### src/rtl/axi_ahb_pkg.sv
// axi_ahb_pkg: shared AHB/AXI encodings and sequencer states for the AXI->AHB bridge
package axi_ahb_pkg;
    typedef enum logic [1:0] {HT_IDLE = 2'b00, HT_BUSY = 2'b01, HT_NONSEQ = 2'b10, HT_SEQ = 2'b11} htrans_t;
    typedef enum logic [2:0] {
        HB_SINGLE = 3'b000, HB_INCR = 3'b001, HB_WRAP4 = 3'b010, HB_INCR4 = 3'b011,
        HB_WRAP8 = 3'b100, HB_INCR8 = 3'b101, HB_WRAP16 = 3'b110, HB_INCR16 = 3'b111
    } hburst_t;
    typedef enum logic [1:0] {AB_FIXED = 2'b00, AB_INCR = 2'b01, AB_WRAP = 2'b10, AB_RSVD = 2'b11} axi_burst_t;
    typedef enum logic [2:0] {S_IDLE, S_FIRST, S_NEXT, S_BUSY, S_GAP} seq_state_t;
    localparam int KB_BOUNDARY = 1024;
    function automatic htrans_t trans_of(input seq_state_t s);
        return s == S_FIRST ? HT_NONSEQ : s == S_NEXT ? HT_SEQ : s == S_BUSY ? HT_BUSY : HT_IDLE;
    endfunction
endpackage

### src/rtl/axi_ahb_burst_planner.sv
// axi_ahb_burst_planner: picks AHB burst type and chunk length for the next chunk of an AXI command
module axi_ahb_burst_planner
    import axi_ahb_pkg::*;
#(
    parameter int LEN_W = 8
) (
    input  logic [9:0]     addr_lo,
    input  logic [LEN_W:0] remaining,
    input  logic [2:0]     size,
    input  logic [1:0]     burst,
    input  logic [LEN_W:0] wrap_beats,
    output logic [2:0]     hburst,
    output logic [LEN_W:0] chunk_len
);
    localparam int CW = (LEN_W + 1 > 11) ? LEN_W + 1 : 11;
    localparam int XW = CW + 8;
    localparam int RW = LEN_W + 1;
    logic [10:0]   kb_beats;
    logic [CW-1:0] kb_x, rem_x, run, wb, incr_len;
    logic [XW-1:0] container;
    logic          wrap_ok, is_wrap, is_single;
    always_comb begin
        kb_beats  = (11'(KB_BOUNDARY) - {1'b0, addr_lo}) >> size;
        // an unaligned start just below the boundary still owes one beat
        kb_x      = kb_beats == 11'd0 ? CW'(1) : CW'(kb_beats);
        rem_x     = CW'(remaining);
        run       = kb_x < rem_x ? kb_x : rem_x;
        wb        = CW'(wrap_beats);
        container = XW'(wb) << size;
        wrap_ok   = (wb == CW'(4) || wb == CW'(8) || wb == CW'(16)) && container <= XW'(KB_BOUNDARY);
        is_wrap   = burst == AB_WRAP;
        is_single = burst == AB_FIXED || (is_wrap && !wrap_ok);
        incr_len  = run >= CW'(16) ? CW'(16) : run >= CW'(8) ? CW'(8) : run >= CW'(4) ? CW'(4) : run;
        hburst    = is_single ? HB_SINGLE :
                    is_wrap ? (wb == CW'(4) ? HB_WRAP4 : wb == CW'(8) ? HB_WRAP8 : HB_WRAP16) :
                    run >= CW'(16) ? HB_INCR16 : run >= CW'(8) ? HB_INCR8 : run >= CW'(4) ? HB_INCR4 :
                    rem_x == CW'(1) ? HB_SINGLE : HB_INCR;
        chunk_len = RW'(is_single ? CW'(1) : is_wrap ? wb : incr_len);
    end
endmodule

### src/rtl/axi_ahb_burst_sequencer.sv
// axi_ahb_burst_sequencer: splits one AXI command into legal AHB bursts and drives the address phase
module axi_ahb_burst_sequencer
    import axi_ahb_pkg::*;
#(
    parameter int ADDR_W = 32,
    parameter int LEN_W  = 8,
    parameter int DATA_W = 32
) (
    input  logic              clk,
    input  logic              rst_n,
    input  logic              cmd_valid,
    output logic              cmd_ready,
    input  logic              cmd_write,
    input  logic [ADDR_W-1:0] cmd_addr,
    input  logic [LEN_W-1:0]  cmd_len,
    input  logic [2:0]        cmd_size,
    input  logic [1:0]        cmd_burst,
    input  logic              hold,
    input  logic              hready,
    output logic [1:0]        htrans,
    output logic [ADDR_W-1:0] haddr,
    output logic [2:0]        hburst,
    output logic [2:0]        hsize,
    output logic              hwrite,
    output logic              beat_done,
    output logic              beat_last,
    output logic              cmd_err
);
    localparam int SIZE_MAX = $clog2(DATA_W / 8);
    localparam int CW = LEN_W + 1;
    seq_state_t        state, state_d;
    logic [ADDR_W-1:0] addr_d, next_addr, inc, wrap_mask, p_addr;
    logic [CW-1:0]     rem, rem_d, chunk, chunk_d, beats_q, p_rem, p_beats, plan_len;
    logic [2:0]        hburst_d, plan_burst, size_q, p_size;
    logic [1:0]        burst_q, p_burst;
    logic              write_q, accept, size_ok, idle, gap;
    assign cmd_ready = state == S_IDLE;
    assign accept    = cmd_valid && cmd_ready;
    assign size_ok   = cmd_size <= 3'(SIZE_MAX);
    assign beat_done = htrans[1] && hready;
    assign beat_last = beat_done && rem == CW'(1);
    assign hsize     = size_q;
    assign hwrite    = write_q;
    assign idle      = state == S_IDLE;
    assign gap       = state == S_GAP;
    assign inc       = ADDR_W'(1) << size_q;
    assign wrap_mask = (ADDR_W'(beats_q) << size_q) - ADDR_W'(1);
    assign next_addr = burst_q == AB_FIXED ? haddr :
                       burst_q == AB_WRAP ? (haddr & ~wrap_mask) | ((haddr + inc) & wrap_mask) : haddr + inc;
    // planner sees the command itself, a stalled chunk start, or the beat after the current one
    assign p_beats   = CW'(cmd_len) + CW'(1);
    assign p_addr    = idle ? cmd_addr : gap ? haddr : next_addr;
    assign p_rem     = idle ? p_beats : gap ? rem : rem - CW'(1);
    assign p_size    = idle ? cmd_size : size_q;
    assign p_burst   = idle ? cmd_burst : burst_q;
    axi_ahb_burst_planner #(.LEN_W(LEN_W)) u_planner (
        .addr_lo    (p_addr[9:0]),
        .remaining  (p_rem),
        .size       (p_size),
        .burst      (p_burst),
        .wrap_beats (idle ? p_beats : beats_q),
        .hburst     (plan_burst),
        .chunk_len  (plan_len)
    );
    always_comb begin
        state_d  = state;
        addr_d   = haddr;
        hburst_d = hburst;
        rem_d    = rem;
        chunk_d  = chunk;
        case (state)
            S_IDLE: if (accept && size_ok) begin
                state_d  = S_FIRST;
                addr_d   = cmd_addr;
                rem_d    = p_rem;
                chunk_d  = plan_len;
                hburst_d = plan_burst;
            end
            S_FIRST, S_NEXT: if (hready) begin
                if (rem == CW'(1)) state_d = S_IDLE;
                else begin
                    addr_d  = next_addr;
                    rem_d   = p_rem;
                    chunk_d = chunk - CW'(1);
                    state_d = hold ? S_BUSY : S_NEXT;
                    if (chunk == CW'(1)) begin
                        state_d  = hold ? S_GAP : S_FIRST;
                        chunk_d  = hold ? chunk : plan_len;
                        hburst_d = hold ? hburst : plan_burst;
                    end
                end
            end
            S_BUSY: if (hready && !hold) state_d = S_NEXT;
            S_GAP: if (hready && !hold) begin
                state_d  = S_FIRST;
                chunk_d  = plan_len;
                hburst_d = plan_burst;
            end
            default: state_d = S_IDLE;
        endcase
    end
    always_ff @(posedge clk or negedge rst_n) begin
        if (!rst_n) begin
            state   <= S_IDLE;
            htrans  <= HT_IDLE;
            haddr   <= '0;
            hburst  <= '0;
            size_q  <= '0;
            write_q <= 1'b0;
            burst_q <= '0;
            beats_q <= '0;
            rem     <= '0;
            chunk   <= '0;
            cmd_err <= 1'b0;
        end else begin
            state   <= state_d;
            htrans  <= trans_of(state_d);
            haddr   <= addr_d;
            hburst  <= hburst_d;
            rem     <= rem_d;
            chunk   <= chunk_d;
            cmd_err <= accept && !size_ok;
            if (accept && size_ok) begin
                size_q  <= cmd_size;
                write_q <= cmd_write;
                burst_q <= cmd_burst;
                beats_q <= p_beats;
            end
        end
    end
endmodule
### config.mk
export PLATFORM = sky130hd
export DESIGN_NAME = axi_ahb_burst_sequencer
export DESIGN_NICKNAME = d
export VERILOG_FILES = /design/src/rtl/axi_ahb_pkg.sv /design/src/rtl/axi_ahb_burst_planner.sv /design/src/rtl/axi_ahb_burst_sequencer.sv
export SDC_FILE = /design/constraint.sdc
export NUM_CORES = 1
export LEC_CHECK = 0
export CORE_UTILIZATION = 58
export DETAILED_ROUTE_END_ITERATION = 10
export GPL_TIMING_DRIVEN = 0
export PLACE_DENSITY = 0.83
export REMOVE_ABC_BUFFERS = 1
export SLEW_MARGIN = 20
export SYNTH_ARGS = -nofsm -noshare
export SYNTH_HDL_FRONTEND = slang
export SYNTH_HIERARCHICAL = 1
export SYNTH_SLANG_ARGS = --single-unit
### constraint.sdc
create_clock -name clk -period 7.6 [get_ports clk]
set_input_delay 1.52 -clock clk [delete_from_list [all_inputs] [get_ports clk]]
set_output_delay 1.52 -clock clk [all_outputs]
set_load 0.05 [all_outputs]
# Yosys cells after proc, flatten, opt, wreduce, memory -nomap -nowiden
# Index checks and enable logic that the tools add are counted.
[word_totals] reg_bits=74 input_bits=51 out_inout_bits=45
[classes] addsub=6 order_cmp=6 eq_ne=22 n_shift=4 n_mux=58 n_bitwise=4 n_reduce_logical=24
[op_table] operator="$mux 32" count=5
[op_table] operator="$mux 9" count=17
[op_table] operator="$and 32x32->32" count=2
[op_table] operator="$pmux 32 s2" count=1
[op_table] operator="$mux 3" count=20
[op_table] operator="$add 32x32->32" count=1
[op_table] operator="$not 32->32" count=1
[op_table] operator="$or 32x32->32" count=1
[op_table] operator="$shl 1x3->32 const A" count=1
[op_table] operator="$shl 9x3->32" count=1
[op_table] operator="$sub 32x1->32 const B" count=1
[op_table] operator="$eq 9x1->1 const B" count=3
[op_table] operator="$pmux 9 s3" count=1
[op_table] operator="$mux 11" count=2
[op_table] operator="$mux 10" count=2
[op_table] operator="$le 19x11->1 const B" count=1
[op_table] operator="$shl 9x3->19" count=1
[op_table] operator="$pmux 9 s2" count=1
[op_table] operator="$sub 9x1->9 const B" count=2
[op_table] operator="$eq 3x2->1 const B" count=4
[op_table] operator="$pmux 3 s4" count=1
[op_table] operator="$ge 11x3->1 const B" count=1
[op_table] operator="$ge 11x4->1 const B" count=1
[op_table] operator="$ge 11x5->1 const B" count=1
[op_table] operator="29 further kinds" count=52

# Depth between registers and ports, before layout
[depth] ltp_word=26 mapped_depth=32 mapped_depth_nobuf=27

# Hierarchy
# Netlist, hierarchy kept.
[by_module_without_submodules] module="axi_ahb_burst_sequencer" n_inst=1 cells_each=776 area_each_um2=6030.8 seq_area_each_um2=1851.8
[by_module_without_submodules] module="axi_ahb_burst_planner" n_inst=1 cells_each=258 area_each_um2=1684.1 seq_area_each_um2=0.0

# Worst setup path after synthesis
# No wires, ideal clock.
[synth_timing] path_kind="register to register" startpoint="reg size_q[0], in the netlist hsize[0]" endpoint="reg hburst[1]" setup_time_ns=0.125 arrival_time_ns=6.612 t_required_ns=7.475 slack_ns=0.863 path_stages_with_launch=30 cell_sequence="dfrtp_1 buf_2 buf_1 clkbuf_1 nor2_1 ha_1 nor2_1 nor3b_1 a2bb2oi_1 or4b_1 or4_1 o211ai_1 o21ai_1 a221o_1 nor4_1 mux2_2 a31oi_1 a21oi_1 nand2_1 nand2_1 ha_1 a21oi_1 nor3_1 a2111oi_0 nand3_1 a31oi_1 buf_6 o211ai_1 a31o_1 mux2_2"
[synth_between] elab_chain_cells=26
[synth_rtl] item="from (decl)" line="axi_ahb_burst_sequencer.sv:34" text="logic [2:0] hburst_d, plan_burst, size_q, p_size;"
[synth_rtl] item="from (signal assigned)" line="axi_ahb_burst_sequencer.sv:124" text="size_q <= cmd_size;"
[synth_rtl] item="$shl 9x3->32" line="axi_ahb_burst_sequencer.sv:47" text="assign wrap_mask = (ADDR_W'(beats_q) << size_q) - ADDR_W'(1);"
[synth_rtl] item="$sub 32x1->32" line="axi_ahb_burst_sequencer.sv:47"
[synth_rtl] item="$not 32->32" line="axi_ahb_burst_sequencer.sv:49" text="burst_q == AB_WRAP ? (haddr & ~wrap_mask) | ((haddr + inc) & wrap_mask) : haddr + inc;"
[synth_rtl] item="$and 32x32->32" line="axi_ahb_burst_sequencer.sv:49"
[synth_rtl] item="$or 32x32->32" line="axi_ahb_burst_sequencer.sv:49"
[synth_rtl] item="$mux 32 (*)" line="axi_ahb_burst_sequencer.sv:49"
[synth_rtl] item="$mux 32 (*)" line="axi_ahb_burst_sequencer.sv:48" text="assign next_addr = burst_q == AB_FIXED ? haddr :"
[synth_rtl] item="$mux 10 (*) (2 in series)" line="axi_ahb_burst_sequencer.sv:52" text="assign p_addr = idle ? cmd_addr : gap ? haddr : next_addr;"
[synth_rtl] item="net p_addr[9]" line="axi_ahb_burst_sequencer.sv:32" text="logic [ADDR_W-1:0] addr_d, next_addr, inc, wrap_mask, p_addr;"
[synth_rtl] item="[10 not listed]"
[synth_rtl] item="$mux 3 (*)" line="axi_ahb_burst_planner.sv:35" text="is_wrap ? (wb == CW'(4) ? HB_WRAP4 : wb == CW'(8) ? HB_WRAP8 : HB_WRAP16) :"
[synth_rtl] item="$mux 3 (*)" line="axi_ahb_burst_planner.sv:34" text="hburst = is_single ? HB_SINGLE :"
[synth_rtl] item="$mux 3" line="axi_ahb_burst_sequencer.sv:89" text="hburst_d = hold ? hburst : plan_burst;"
[synth_rtl] item="$mux 3" line="axi_ahb_burst_sequencer.sv:86" text="if (chunk == CW'(1)) begin"
[synth_rtl] item="$mux 3" line="axi_ahb_burst_sequencer.sv:80" text="if (rem == CW'(1)) state_d = S_IDLE;"
[synth_rtl] item="$mux 3" line="axi_ahb_burst_sequencer.sv:79" text="S_FIRST, S_NEXT: if (hready) begin"
[synth_rtl] item="$pmux 3 s3 (*)" line="axi_ahb_burst_sequencer.sv:71" text="case (state)"
[synth_rtl] item="net hburst_d[1]" line="axi_ahb_burst_sequencer.sv:34"
[synth_rtl] item="to (signal assigned)" line="axi_ahb_burst_sequencer.sv:119" text="hburst <= hburst_d;"
[synth_rtl] item="to (decl)" line="axi_ahb_burst_sequencer.sv:22" text="output logic [2:0] hburst,"
# Mark *: on every way through the listed nets, which the timed path passes. The rest lies on a longest branch. The select of a mux whose other input is x is not followed.
# A chain may end at the register's enable or synchronous reset.

# Worst setup path after layout
[layout_timing] startpoint="reg size_q[2], in the netlist hsize[2]" endpoint="reg chunk[4]"
[layout_between] elab_chain_cells=26
[layout_rtl] item="$shl 9x3->32" line="axi_ahb_burst_sequencer.sv:47"
[layout_rtl] item="$sub 32x1->32" line="axi_ahb_burst_sequencer.sv:47"
[layout_rtl] item="$not 32->32" line="axi_ahb_burst_sequencer.sv:49"
[layout_rtl] item="$and 32x32->32" line="axi_ahb_burst_sequencer.sv:49"
[layout_rtl] item="$or 32x32->32" line="axi_ahb_burst_sequencer.sv:49"
[layout_rtl] item="$mux 32 (*)" line="axi_ahb_burst_sequencer.sv:49"
[layout_rtl] item="$mux 32 (*)" line="axi_ahb_burst_sequencer.sv:48"
[layout_rtl] item="$mux 10 (*) (2 in series)" line="axi_ahb_burst_sequencer.sv:52"
[layout_rtl] item="net p_addr[9]" line="axi_ahb_burst_sequencer.sv:32"
[layout_rtl] item="[9 not listed]"
[layout_rtl] item="$mux 9 (*)" line="axi_ahb_burst_planner.sv:33" text="incr_len = run >= CW'(16) ? CW'(16) : run >= CW'(8) ? CW'(8) : run >= CW'(4) ? CW'(4) : run;"
[layout_rtl] item="$mux 9 (*) (2 in series)" line="axi_ahb_burst_planner.sv:38" text="chunk_len = RW'(is_single ? CW'(1) : is_wrap ? wb : incr_len);"
[layout_rtl] item="net plan_len[4]" line="axi_ahb_burst_sequencer.sv:33" text="logic [CW-1:0] rem, rem_d, chunk, chunk_d, beats_q, p_rem, p_beats, plan_len;"
[layout_rtl] item="$mux 9" line="axi_ahb_burst_sequencer.sv:88" text="chunk_d = hold ? chunk : plan_len;"
[layout_rtl] item="$mux 9" line="axi_ahb_burst_sequencer.sv:86"
[layout_rtl] item="$mux 9" line="axi_ahb_burst_sequencer.sv:80"
[layout_rtl] item="$mux 9" line="axi_ahb_burst_sequencer.sv:79"
[layout_rtl] item="$pmux 9 s3 (*)" line="axi_ahb_burst_sequencer.sv:71"
[layout_rtl] item="to (signal assigned)" line="axi_ahb_burst_sequencer.sv:121" text="chunk <= chunk_d;"
[layout_rtl] item="to (decl)" line="axi_ahb_burst_sequencer.sv:33"
# Marked as above.

==> impl_metrics.ini <==
[logic_synthesis]
async_flop_share_pct = 100
yosysWarnings = 6
avgSynthCellArea_sq_um = 7.46
synthFlopType = dfrtp_1
synthCells = 1034
synth-edff-count = 0
yosysSeqAreaShare_pct = 24.0
ys_ff_latch = 74
syn_area_sq_mm = 0.00771
synth.distinct_cells = 85

[drt]
wire_per_inst_um = 18.5
via_count = 8442
drt_iter0_drc = 1216
firstDrtPassIters = 6
wl_um = 23400
route.detailed.drc = 0
drtAntennaViolNets = 0
post_drt_via_cell_ratio = 6.69

[floorplanning]
dieWidth_um = 117
io_pins = 96
initial_core_util_pct = 60.4
coreArea_sq_mm = 0.0128
num_rows = 41
die_h_um = 117
die_area_sq_mm = 0.0138

[grt]
grt_overflow = 0
global_route.usage.total_pct = 33.8
grt_pass1_vias = 7596
grt_max_degree = 57
antenna_found_initial = 0
grt_pass1_wl_um = 38200

[sta]
finalSetupTns_ns = 0
rsz0062_at_grt = no
max_clock_freq_ghz = 0.142
fin_crit_ns = 7.06
setup_viol = 0
slew_viol_final = 0
finalCritPeriodShare_pct = 92.9
hold_viol = 0
worst_pin_slew_ns = 1.10
relSlewSlack_pct = 26.5
final.setup_skew_ns = 0.0101

[finish]
diodes = 0
areaGrowthSynthToFinish_pct = 18.8
final_cells = 1262
layout-drive-gt1-share_pct = 8.17
final_nets = 1161

[place]
place_hpwl_um = 16500
numPortBuffers = 95
place_inst = 1236
place_congestion = 0.986

[hold_path]
hold_path.class = reg2reg

[cts]
ctsHoldBuffers = 0
ctsRootBufferMaster = clkbuf_16
cts.sinks = 74
clockBufferDepth = 2
clock_latency_ns = 0.35
h-tree-depth = 3
cts_tree = built
cts_buffers = 9
path_clk_slew_ns = 0.07

[flow_run]
max_cap_violations = 0

[critical_path]
cp_max_fo = 16
worstSetupPathType = reg2reg
critPathMaxStageDelay_ns = 0.56
cp.required_ns = 7.80
start_kind = register
end_kind = register
critPathSlowestCell = dfrtp_4
cp.arrival_ns = 7.27

[outcome]
status = finished, final reports clean
==> stage by stage <==
step / instance area, sq um / hold slack (ns) / worst slack [ns] / util (%)
floorplan: 7410 / 0.494 / 0.0193 / -
global placement: 8580 / 0.460 / -2.24 / 67.2
detailed placement: 8670 / 0.492 / -0.938 / 67.9
CTS: 9030 / 0.507 / 0.121 / 70.7
global route: 9160 / 0.543 / 0.00683 / 71.7
finish: 9160 / 0.506 / 0.539 / 71.7
==> worst paths after layout <==
path | startpoint | to | slack [ns] | depth (start not counted)
worst max-delay path | hsize[2]$_DFFE_PN0P_ | chunk[4]$_DFFE_PN0P_ | 0.54 | 28
worst min-delay path | hwrite$_DFFE_PN0P_ | hwrite$_DFFE_PN0P_ | 0.51 | 2
worst max register to register | hsize[2]$_DFFE_PN0P_ | chunk[4]$_DFFE_PN0P_ | 0.54 | 28
worst min register to register | hwrite$_DFFE_PN0P_ | hwrite$_DFFE_PN0P_ | 0.51 | 2
max in group asynchronous | rst_n | chunk[5]$_DFFE_PN0P_ | 5.97 | 2
min in group asynchronous | rst_n | haddr[1]$_DFFE_PN0P_ | 1.06 | 1
==> critical path, delay by kind of cell, from the launching register on <==
kind / cells / cell delay [ns]
AOI/OAI and AO/OA: 13 / 3.27
DFF: 1 / 0.56
adders and majority gates: 2 / 0.48
and+or+nand+nor: 10 / 1.97
buffers and inverters: 3 / 0.62
==> logic make-up (layout without fill, tap and decap cells) <==
| kind of cell | after synthesis | after routing | synth area share, % |
|---|---|---|---|
| muxes | 48 | 48 | 7.02 |
| DFF | 74 | 74 | 24.0 |
| adders and majority gates | 25 | 25 | 4.15 |
| AOI/OAI and AO/OA | 319 | 319 | 28.1 |
| other | 1 | 4 | 0.0486 |
| xor gates and xnor gates | 25 | 25 | 2.84 |
| buffers and inverters | 113 | 166 | 6.03 |
| and+or+nand+nor | 429 | 429 | 27.8 |
==> area by class of cell <==
type | instances | area [sq um]
Inverter | 41 | 160
Clock buffer | 11 | 253
Multi-Input combinational cell | 850 | 5500
Tap cell | 172 | 215
Timing Repair Buffer | 109 | 1090
Fill cell | 997 | 3610
Sequential cell | 74 | 1860
Clock inverter | 5 | 85.1
==> registers in the layout, summed over array words and instances (netlist names) <==
register and count:
htrans 2, hwrite 1, haddr 32, hburst 3, beats_q 9, cmd_err 1, hsize 3, rem 9
state 3, chunk 9, burst_q 2
==> placed cells by master, fill, tap and decap left out, types with 8 or more instances in the layout <==
cell             instances
nand2_1                124
a211oi_1                21
inv_1                   36
mux2i_1                 26
a21oi_1                 61
o21ai_0                 66
buf_4                   10
nand3_1                 46
nor2b_1                 21
nor4_1                  13
xor2_1                  13
clkbuf_16                9
nor3_1                  34
nor2_1                  83
or2_2                    8
xnor2_1                 12
a21o_1                  15
or3_1                   16
nand2b_1                10
mux2_2                  19
a22oi_1                 11
a31oi_1                 14
and3_1                  23
o211ai_1                22
dfrtp_1                 71
ha_1                    24
clkdlybuf4s50_1         94
o31ai_1                 10
nor3b_1                  8
==> synth_stat cells (6+ instances only) <==
master	count	share of area, %
nor3_1	36	2.3
a211oi_1	22	2.1
nand2b_1	10	0.81
mux2i_1	26	3.4
xnor2_1	12	1.4
o21a_1	6	0.58
or3_1	16	1.3
and3_1	24	1.9
a21o_1	15	1.5
nor3b_1	8	0.78
a221oi_1	6	0.68
a22oi_1	11	1.1
nor2b_1	22	1.8
a31oi_1	15	1.2
ha_1	24	3.9
clkbuf_1	57	2.8
o211ai_1	22	2.1
mux2_2	19	2.8
xor2_1	13	1.5
o2bb2ai_1	6	0.68
nand3_1	47	3.0
or2_2	8	0.65
a22o_1	6	0.68
o21ai_0	70	4.5
a21oi_1	64	4.2
nor4_1	13	1.1
nand4_1	6	0.49
nand2_1	124	6.0
dfrtp_1	74	24
o31ai_1	10	0.97
nor2_1	83	4.0
inv_1	37	1.8
==> repair_timing <==
action | CTS | global route
setup buffers | 0 | 10
pin swaps | 0 | 1
gates resized for setup | 6 | 9
endpoints found under the setup margin | 8 | 8
==> layer usage <==
layer / vias to the layer above / GRT usage, % / share of wire [%]
met5: - / 0 / 0
met4: 0 / 12.9 / 2.4
met3: 49 / 5.89 / 8.5
met2: 450 / 53.4 / 46
met1: 3985 / 45.9 / 43
li1: 3958 / - / -
Power is left out: the tool's default activity adds up to more than one toggle a clock period on the data nets, which glitch-free logic cannot reach.
